$ cat src/rtl/regfile_2w2r_sb.sv
// Parametrised 2-read/2-write register file with per-register busy scoreboard.
// Optional same-cycle write-to-read bypass under macro REGFILE_BYPASS_EN.
module regfile_2w2r_sb #(
    parameter int DATA_WIDTH    = 32,
    parameter int ADDR_WIDTH    = 5,
    parameter int HARDWIRE_ZERO = 1
) (
    input  logic                  Clk,
    input  logic                  Reset,
    input  logic [ADDR_WIDTH-1:0] ReadRegister1,
    input  logic [ADDR_WIDTH-1:0] ReadRegister2,
    output logic [DATA_WIDTH-1:0] ReadData1,
    output logic [DATA_WIDTH-1:0] ReadData2,
    output logic                  Busy1,
    output logic                  Busy2,
    input  logic [ADDR_WIDTH-1:0] WriteRegisterA,
    input  logic [DATA_WIDTH-1:0] WriteDataA,
    input  logic                  RegWriteA,
    input  logic [ADDR_WIDTH-1:0] WriteRegisterB,
    input  logic [DATA_WIDTH-1:0] WriteDataB,
    input  logic                  RegWriteB,
    input  logic [ADDR_WIDTH-1:0] IssueRegister,
    input  logic                  Issue
);

    localparam int DEPTH = 1 << ADDR_WIDTH;

    logic [DATA_WIDTH-1:0] r_regs [DEPTH];
    logic [DEPTH-1:0]      r_busy;

    logic                  w_wr_a;
    logic                  w_wr_b;
    logic                  w_iss;
    logic [ADDR_WIDTH-1:0] w_ra [2];
    logic [DATA_WIDTH-1:0] w_rd [2];
    logic [1:0]            w_rb;

    function automatic logic is_zero(input logic [ADDR_WIDTH-1:0] a);
        return (HARDWIRE_ZERO != 0) && (a == '0);
    endfunction

    assign w_wr_a = RegWriteA && !is_zero(WriteRegisterA);
    assign w_wr_b = RegWriteB && !is_zero(WriteRegisterB);
    assign w_iss  = Issue && !is_zero(IssueRegister);

    // A is applied after B so it wins an address collision; issue beats retire.
    always_ff @(posedge Clk) begin
        if (Reset) begin
            for (int i = 0; i < DEPTH; i++) begin
                r_regs[i] <= '0;
            end
            r_busy <= '0;
        end else begin
            if (w_wr_b) begin
                r_regs[WriteRegisterB] <= WriteDataB;
                r_busy[WriteRegisterB] <= 1'b0;
            end
            if (w_wr_a) begin
                r_regs[WriteRegisterA] <= WriteDataA;
                r_busy[WriteRegisterA] <= 1'b0;
            end
            if (w_iss) begin
                r_busy[IssueRegister] <= 1'b1;
            end
        end
    end

    assign w_ra[0] = ReadRegister1;
    assign w_ra[1] = ReadRegister2;

    always_comb begin
        for (int p = 0; p < 2; p++) begin
            w_rd[p] = r_regs[w_ra[p]];
            w_rb[p] = r_busy[w_ra[p]];
`ifdef REGFILE_BYPASS_EN
            if (!Reset && w_wr_b && (WriteRegisterB == w_ra[p])) begin
                w_rd[p] = WriteDataB;
                w_rb[p] = w_iss && (IssueRegister == w_ra[p]);
            end
            if (!Reset && w_wr_a && (WriteRegisterA == w_ra[p])) begin
                w_rd[p] = WriteDataA;
                w_rb[p] = w_iss && (IssueRegister == w_ra[p]);
            end
`endif
            if (is_zero(w_ra[p])) begin
                w_rd[p] = '0;
                w_rb[p] = 1'b0;
            end
        end
    end

    assign ReadData1 = w_rd[0];
    assign ReadData2 = w_rd[1];
    assign Busy1     = w_rb[0];
    assign Busy2     = w_rb[1];

endmodule

$ cat config.mk
export PLATFORM = sky130hd
export DESIGN_NAME = regfile_2w2r_sb
export DESIGN_NICKNAME = d
export VERILOG_FILES = /design/src/rtl/regfile_2w2r_sb.sv
export SDC_FILE = /design/constraint.sdc
export NUM_CORES = 2
export LEC_CHECK = 0
export CAP_MARGIN = 15
export CORE_UTILIZATION = 33
export DETAILED_ROUTE_END_ITERATION = 10
export HOLD_SLACK_MARGIN = 0.06
export MAX_ROUTING_LAYER = met4
export PLACE_DENSITY_LB_ADDON = 0.15
export SETUP_SLACK_MARGIN = 0.02
export SYNTH_ARGS = -nofsm -noshare
export SYNTH_HDL_FRONTEND = slang
export SYNTH_SLANG_ARGS = --single-unit
$ cat constraint.sdc
create_clock -name Clk -period 13.5 [get_ports Clk]
set_input_delay 3.375 -clock Clk [delete_from_list [all_inputs] [get_ports Clk]]
set_output_delay 3.375 -clock Clk [all_outputs]
set_load 0.02 [all_outputs]
==> flow_summary_export.csv <==
group,metric,value,unit
drt,vias,44600,
placement,port_buffers,159,
finish,fin_area,68600,um^2
die,fp-row-count,156,
grt,grt_first_pass_wirelength,381000,um
sta,finClkSkew,0,ns
power,power.internal,6.10,mW
yosys,synth_ff_type,"edfxtp_1",
setup_path,setup.worst_path.end_class,"output port",
clock_tree,clk_latency,0.76,ns
sta,final.period_utilization,0.799,
sta,finalCriticalPeriod,10.78,ns
yosys,yosys.area_share.adder,0,
placement,place.detailed.instances,6256,
hold_path,min_path_type,"reg2reg",
yosys,synth_top_family_by_area,"multiplexers",
placement,globalplace.congestion,0.967,
sta,setup_violations,0,
sta,max_freq,0.0927,GHz
yosys,yosys.area_share.xor_xnor,0,
drt,drc_errors,0,
finish,finalNonFillerCells,6495,
yosys,yosysUniqueCellTypes,55,
die,coreArea,181000,um^2
yosys,synth_compound_area_frac,0.196,
clock_tree,hold_buffers,0,
drt,drt-wirelength-per-cell,43.3,um
yosys,synthMuxAreaShare,0.206,
grt,grt-ovfl-total,0,
finish,final_common_cell,"edfxtp_1",
drt,ant_nets,0,
setup_path,start_kind,"input pin",
placement,place.detailed.hpwl,161000,um
sta,hold-worst-slack,0.483,ns
clock_tree,cts-resized-gates,0,
drt,via_per_inst,6.86,
drt,first_pass_iters,6,
setup_path,critical_path_required,10.12,ns
clock_tree,post_cts_buffers,0,
yosys,syn_area,60500,um^2
yosys,avgSynthCellArea,14.7,um^2
sta,hold_violations,0,
sta,tightest_slew,1.41,ns
yosys,ys_async_sr_fraction,0,
power,pwr-share-comb,0.154,
finish,nFillCells,16700,
finish,nets,4103,
yosys,ys_ff_latch,1056,
die,initial_utilization,0.334,
yosys,synth_edf_count,1024,
power,cellPowerDensity,123,nW/um^2
placement,place_area,64800,um^2
sta,fin_setup_tns,0,ns
sta,drv_slew,0,
finish,drive_gt1_frac,0.252,
yosys,ys_seq_area_frac,0.519,
grt,antenna_found_initial,28,
clock_tree,numCtsBuffers,117,
sta,rsz0062_at_grt,"no",
setup_path,crit_type,"in2out",
sta,max_slew_margin,0.0507,
grt,grtUsageTotal,0.307,
clock_tree,clock-root-buffer,"clkbuf_16",
die,fp.dieW,430,um
grt,grt_max_degree,102,
clock_tree,clkTransAtPathRegs,0.06,ns
grt,grt_pass1_vias,43600,
yosys,synth_warnings,0,
yosys,synth-simple-area-share,0.0303,
power,p_sw_frac,0.280,
setup_path,cp_max_fo,24,
clock_tree,cts_tree,"yes",
power,clkPwrFrac,0.385,
power,power_frac_seq,0.460,
drt,drt_wl_total,281000,um
job,maxCapViolations,0,
yosys,synthCells,4107,
run_status,status,"completed",
die,top_level_ports,160,
power,p_leak,22.2,nW
finish,area_delta_synth_final,13.5,%
clock_tree,clock-sinks,1056,
power,switching_power,2.37,mW
finish,final_cell_mix,"edfxtp_1 (1024), a22o_1 (992), mux4_2 (462)",
die,die_h,430,um
power,peakVddDrop,106,uV
clock_tree,ctsHtreeMaxLevel,3,
clock_tree,cts_buffer_depth,3,
drt,drt_iter0_markers,5736,
setup_path,worstPathArrival,7.41,ns
die,dieArea,185000,um^2
cell usage after synthesis (3+ instances only):
| master | number | area, um^2 |
|---|---|---|
| edfxtp_1 | 1024 | 30700 |
| a22o_1 | 992 | 8690 |
| mux4_2 | 462 | 10400 |
| clkbuf_1 | 347 | 1300 |
| buf_2 | 218 | 1090 |
| mux2i_1 | 130 | 1300 |
| o21ai_0 | 118 | 591 |
| nor2b_1 | 76 | 475 |
| a211oi_1 | 66 | 495 |
| a22oi_1 | 66 | 495 |
| a311oi_1 | 66 | 578 |
| mux2_2 | 66 | 743 |
| nand2_1 | 63 | 236 |
| nor2_1 | 51 | 191 |
| a221oi_1 | 47 | 412 |
| inv_1 | 36 | 135 |
| dfxtp_1 | 32 | 641 |
| buf_4 | 30 | 225 |
| nor3_1 | 25 | 125 |
| o221ai_1 | 23 | 201 |
| o2111ai_1 | 19 | 166 |
| o22ai_1 | 18 | 113 |
| buf_6 | 16 | 180 |
| nand2b_1 | 13 | 81.3 |
| nor4_2 | 13 | 163 |
| o21ai_1 | 8 | 40.0 |
| nand3b_1 | 7 | 52.6 |
| or3_1 | 7 | 43.8 |
| nand3_1 | 6 | 30.0 |
| buf_1 | 5 | 18.8 |
| nor2_2 | 5 | 31.3 |
| nor3_4 | 5 | 81.3 |
| nand4b_1 | 4 | 35.0 |
| nor3_2 | 4 | 40.0 |
| o32ai_1 | 4 | 35.0 |
| and2_1 | 3 | 18.8 |
| nand4bb_1 | 3 | 33.8 |
| nor3b_1 | 3 | 22.5 |
| or2_1 | 3 | 18.8 |
per-layer routing:
| metal | share of wire | global-route usage | vias to the layer above |
|---|---|---|---|
| met5 | 0 | - | - |
| met2 | 0.46 | 0.465 | 2706 |
| met4 | 0.050 | 0.145 | 0 |
| li1 | - | - | 17300 |
| met1 | 0.40 | 0.392 | 24000 |
| met3 | 0.091 | 0.0634 | 600 |
flip-flops by register name, summed over array words and instances (netlist names):
register,flops
r_busy,32
r_regs,1024
critical path, cell delays in order:
cell and delay, ns:
buf_2 0.69, and2_2 0.94, a22oi_1 0.43, a311oi_1 1.12
clkdlybuf4s50_1 0.79
power by group through the flow:
stage	registers (mW)	clock network (mW)	logic [mW]
floorplan	3.93	0	0.705
global placement	3.96	0	1.27
detailed placement	3.96	0	1.28
CTS	3.89	3.28	1.28
global route	3.92	3.41	1.32
finish	3.90	3.26	1.31
through the flow:
| step | worst slack [ns] | util | total power [mW] |
|---|---|---|---|
| finish | 2.72 | 0.379 | 8.47 |
| global route | 2.77 | 0.379 | 8.65 |
| CTS | 2.78 | 0.378 | 8.45 |
| detailed placement | 2.78 | 0.357 | 5.24 |
| global placement | 2.83 | 0.357 | 5.23 |
| floorplan | 5.06 | - | 4.63 |
cell families (layout without fill, tap and decap cells):
group / count (synthesis) / in the layout
muxes: 658 / 658
AOI/OAI and AO/OA: 1432 / 1432
and+or+nand+nor: 308 / 308
DFF: 1056 / 1056
buffers and inverters: 652 / 621
other: 1 / 50
path summary, 6_finish.rpt:
| kind | cells past startpoint | slack [ns] | to | start |
|---|---|---|---|---|
| worst max-delay path | 5 | 2.72 | ReadData2[11] | ReadRegister2[3] |
| worst min-delay path | 2 | 0.48 | r_busy[19] | r_busy[19] |
| worst max register to register | 2 | 12.73 | r_busy[12] | r_busy[12] |
| worst min register to register | 2 | 0.48 | r_busy[19] | r_busy[19] |
area by class of cell:
cell class / count / area, um^2 / share of cell area
flip-flops and latches: 1056 / 31400 / 0.457
multi-input cells: 2430 / 27100 / 0.395
repair buffers: 368 / 3230 / 0.0470
clock buffers: 142 / 3060 / 0.0446
well taps: 2370 / 2970 / 0.0432
clock inverters: 75 / 697 / 0.0102
inverters: 36 / 140 / 0.00204
diodes: 18 / 45.0 / 0.000656
(Power assumes the default switching activity.)
